File: src/rtl/add_sub_accumulator_pkg.sv
// Shared constants for the add/subtract accumulator: FSM encodings and op select values.
package add_sub_accumulator_pkg;
    localparam logic [1:0] ST_IDLE  = 2'd0;
    localparam logic [1:0] ST_ACCUM = 2'd1;
    localparam logic [1:0] ST_DONE  = 2'd2;

    localparam logic OP_ADD = 1'b0;
    localparam logic OP_SUB = 1'b1;
endpackage

File: src/rtl/four_bit_adder_subtractor.sv
// Combinational 4-bit adder/subtractor: m=0 gives A+B, m=1 gives A-B as A + ~B + 1.
module four_bit_adder_subtractor (
    input  logic [3:0] A,
    input  logic [3:0] B,
    input  logic       m,
    output logic [3:0] Sum,
    output logic       Carry
);
    logic [4:0] full;

    // For subtract, Carry=1 means no borrow.
    assign full  = {1'b0, A} + {1'b0, B ^ {4{m}}} + {4'b0, m};
    assign Sum   = full[3:0];
    assign Carry = full[4];
endmodule

File: src/rtl/add_sub_accumulator.sv
// Packetised add/subtract accumulator around one four_bit_adder_subtractor, with
// sticky signed overflow, saturating beat count and a valid/ready result port.
module add_sub_accumulator
    import add_sub_accumulator_pkg::*;
#(
    parameter int MAX_BEATS = 15
) (
    input  logic       clk,
    input  logic       rst,
    input  logic       in_valid,
    output logic       in_ready,
    input  logic [3:0] in_data,
    input  logic       in_op,
    input  logic       in_last,
    output logic       out_valid,
    input  logic       out_ready,
    output logic [3:0] out_acc,
    output logic       out_carry,
    output logic       out_ovf,
    output logic [3:0] out_count
);
    localparam logic [3:0] MAX_CNT = 4'(MAX_BEATS);

    logic [1:0] state;
    logic [3:0] acc;
    logic       carry;
    logic       ovf;
    logic [3:0] count;
    logic [3:0] sum;
    logic       sum_carry;
    logic       accept;
    logic       beat_ovf;

    four_bit_adder_subtractor u_addsub (
        .A     (acc),
        .B     (in_data),
        .m     (in_op),
        .Sum   (sum),
        .Carry (sum_carry)
    );

    assign in_ready  = (state != ST_DONE);
    assign out_valid = (state == ST_DONE);
    assign accept    = in_valid && in_ready;

    // Subtract flips the sign test because the effective operand is -B.
    assign beat_ovf = (in_op == OP_SUB)
                    ? (acc[3] != in_data[3]) && (sum[3] != acc[3])
                    : (acc[3] == in_data[3]) && (sum[3] != acc[3]);

    always_ff @(posedge clk) begin
        if (rst) begin
            state <= ST_IDLE;
            acc   <= 4'd0;
            carry <= 1'b0;
            ovf   <= 1'b0;
            count <= 4'd0;
        end else begin
            case (state)
                ST_IDLE, ST_ACCUM: begin
                    if (accept) begin
                        acc   <= sum;
                        carry <= sum_carry;
                        ovf   <= ovf | beat_ovf;
                        count <= (count >= MAX_CNT) ? MAX_CNT : count + 4'd1;
                        state <= in_last ? ST_DONE : ST_ACCUM;
                    end
                end
                ST_DONE: begin
                    // acc must be 0 again so the next packet's first beat is 0 +/- in_data.
                    if (out_ready) begin
                        state <= ST_IDLE;
                        acc   <= 4'd0;
                        carry <= 1'b0;
                        ovf   <= 1'b0;
                        count <= 4'd0;
                    end
                end
                default: state <= ST_IDLE;
            endcase
        end
    end

    assign out_acc   = acc;
    assign out_carry = carry;
    assign out_ovf   = ovf;
    assign out_count = count;
endmodule

File: config.mk
export PLATFORM = sky130hd
export DESIGN_NAME = add_sub_accumulator
export DESIGN_NICKNAME = d
export VERILOG_FILES = /design/src/rtl/add_sub_accumulator_pkg.sv /design/src/rtl/four_bit_adder_subtractor.sv /design/src/rtl/add_sub_accumulator.sv
export SDC_FILE = /design/constraint.sdc
export NUM_CORES = 1
export LEC_CHECK = 0
export BUFFER_PORTS_ARGS = -buffer_cell sky130_fd_sc_hd__buf_2
export CAP_MARGIN = 15
export CORE_AREA = 8 8 48 50
export CTS_BUF_LIST = sky130_fd_sc_hd__clkbuf_2 sky130_fd_sc_hd__clkbuf_4 sky130_fd_sc_hd__clkbuf_8
export DETAILED_ROUTE_END_ITERATION = 10
export DIE_AREA = 0 0 56 58
export PLACE_DENSITY = 0.75
export SLEW_MARGIN = 20
export SYNTH_ARGS = -nofsm -noshare
export SYNTH_HDL_FRONTEND = slang
export SYNTH_SLANG_ARGS = --single-unit
File: constraint.sdc
create_clock -name clk -period 1.73 [get_ports clk]
set_input_delay 0 -clock clk [delete_from_list [all_inputs] [get_ports clk]]
set_output_delay 0 -clock clk [all_outputs]
set_load 0.01 [all_outputs]
==> metrics <==
Worst Setup EP=out_ovf; R2R Setup Slk=~0.13 ns; unique cell type count in the Yosys netlist=31; Synth-to-Final Area Change=26.5%; DR WL/cell=13.3 µm; H-tree Lvls=1; total of max-cap violations=0; Area contributors post-synth=dfxtp_1, a21oi_1, ha_1; multi-input combinational cell area=approximately 470 µm²; final worst-path cycle share=between 90% and 100%; GRT Residual Overflow=0; Syn. warnings=0; R2R Path End=out_ovf; count leader, synth=a21oi_1; final worst setup slack=approximately 0.13 ns; post-DR vias/cell=5.45; HP Class=input pin to flip-flop; CP Launch Point=out_acc[3]; Max VDD drop=between 300 and 400 µV; routability cong.=0.787; CP startpoint kind=flip-flop; sequential share of power=43.8%; Die X=roughly 56 µm; relative slew slack=roughly three quarters; pre-CTS setup slack=0.0464 ns; CTS tree=built; average size of a mapped cell=just over 8 µm²; P_sw=roughly 240 µW; DRT Pass-1 Iters=4; ratio of cells with drive above 1 in the final layout=a little over a quarter; Slew @ Worst Pin=about 0.38 ns; antenna violation net count after detailed routing=0; dpl hpwl=1.36 mm; root buf cell=clkbuf_4; clk sink count=12; clk_lat worst skew=~0.26 ns; #FFs+latches synth=12; first-pass GRT wire length=roughly 2.8 mm; Post-synth EDFFs=0; switch share=31.9%; Via Count=approximately 700; Initial DRC Count=4; ys flop type=dfxtp_1; TritonCTS buffer count=3; Max Root-Sink Buffers=2; pin count of the biggest net entering global routing=13; f_max=0.625 GHz; FP Rows=15; final-layout fill cell count=roughly 160; post-CTS setup buffer count=0; Tmin final=approximately 1.6 ns; Post-synth top cells=a21oi_1, dfxtp_1, nor2_1; LEAKAGE=~0.4 nW; Post-Syn Instances=87; CORE AREA=~1600 µm²; synthesized area=between 700 and 800 µm²; Die Ht=between 50 and 60 µm; dominant cell type by area after synthesis=dfxtp_1; setup TNS=0 ns; skew final=~0.0027 ns; Final Hold Slack=approximately 0.037 ns; R2R cell count=5; top-area cell type share of the netlist area=33.5%; final wirelength=approximately 1.7 mm; status=finished, final reports clean; RSZ-0062 raised after global routing=no; Reg clk slew, reported paths=approximately 0.070 ns; Total Routing Usage GR=a little over a tenth; initial antenna violation count=0; vias in the first global route=slightly below 700; Port Buffers=21; die area=around 3200 µm²; io pins=22; Finish-stage setup viols=0; internal power=~500 µW; critical path fanouts, max=7; sequential cell area=approximately 240 µm²; combinational power share=34.0%; Initial Utilization=around 44%; post-synthesis sequential area ratio=roughly 34%; hold path cells=3; Reg-to-Reg Start=out_acc[3]; clock share of power=approximately 22%; CP Data Arrival Time=1.75 ns; critical path type=flip-flop to flip-flop; nets@finish=129; Synthesized Nets=roughly 100; Synth async-reset ratio=0%; Slew Limit Fails=0; crit path capture type=flip-flop; DRC=0; Required @ worst endpoint=1.88 ns; Power Density=between 800 and 900 nW/µm²; endpoints failing hold=0; # diodes=0
worst min-delay path by stage:
stage	from	end	slack [ns]
after global placement	in_last	state[0]	0.21
after CTS	in_data[0]	out_acc[0]	0.02
after floorplan	rst	state[0]	0.09
after global routing	in_data[0]	out_acc[0]	0.05
final	in_data[0]	out_acc[0]	0.04
after detailed placement	in_last	state[0]	0.23
timing repair:
item                       4_1_cts  5_1_grt
hold buffers                     2        0
gates resized for setup          0        2
setup endpoints to repair        0        2
hold endpoints to repair         2        0
worst max-delay path, cell delays in order (launching register included):
cell and delay (ns):
dfxtp_1 0.37, ha_4 0.31, or4b_1 0.46, o2111ai_2 0.12
nand4bb_1 0.16, nand3_1 0.06
metrics by stage:
step | total power [mW] | std cells | util, % | instance area (µm²)
after global placement | 0.553 | 124 | 52.4 | 846
after floorplan | 0.487 | 87 | - | 717
final | 0.739 | 129 | 56.2 | 907
after CTS | 0.734 | 129 | 55.0 | 888
after global routing | 0.786 | 129 | 56.2 | 907
after detailed placement | 0.562 | 124 | 52.4 | 846
power by group through the flow:
stage	Sequential (mW)	Combinational, mW	Clock, mW
2_1_floorplan	0.334	0.153	0
3_3_place_gp	0.326	0.228	0
3_5_place_dp	0.327	0.235	0
4_1_cts	0.321	0.239	0.174
5_1_grt	0.326	0.284	0.175
6_report	0.323	0.251	0.165
sequential cells by signal (all words and copies together) (netlist names):
signal     flops
out_acc        4
out_count      4
state          2
out_carry      1
out_ovf        1
cell type report:
class	instances	area share [%]
repair buffers	25	15.4
flip-flops and latches	12	26.5
well taps	17	2.34
inverters	4	1.66
multi-input cells	68	51.6
clock buffers	3	2.48
routing by layer:
| layer | GRT usage, % | vias to the layer above | share of wire, % |
|---|---|---|---|
| met5 | 0 | - | 0 |
| met4 | 7.22 | 0 | 0.47 |
| met3 | 2.40 | 2 | 4.6 |
| met2 | 18.7 | 11 | 54 |
| met1 | 10.5 | 327 | 41 |
| li1 | - | 363 | - |
logic make-up (layout without fill, tap and decap cells):
family / after synthesis / count (layout) / synth area share, %
fa+ha+maj: 5 / 5 / 9.77
flops: 12 / 12 / 33.5
buf+inv: 7 / 32 / 3.84
xor+xnor: 3 / 3 / 3.67
simple gates: 35 / 35 / 27.6
mux: 2 / 2 / 2.79
compound gates: 23 / 23 / 18.8
cell usage in the layout (no fill, tap or decap), types with 2 or more instances in the layout:
| cell | n |
|---|---|
| buf_2 | 21 |
| a21oi_1 | 14 |
| dfxtp_1 | 12 |
| nor2_1 | 9 |
| nor2b_1 | 5 |
| inv_1 | 4 |
| nand2_1 | 4 |
| xor2_1 | 3 |
| nor3_1 | 3 |
| nand3b_1 | 3 |
| ha_1 | 3 |
| clkbuf_4 | 3 |
| mux2i_1 | 2 |
| nand2b_1 | 2 |
| o21ai_1 | 2 |
| nand3_1 | 2 |
| dlygate4sd3_1 | 2 |
| buf_4 | 2 |
Note: power is estimated with default switching activity, not from simulation.
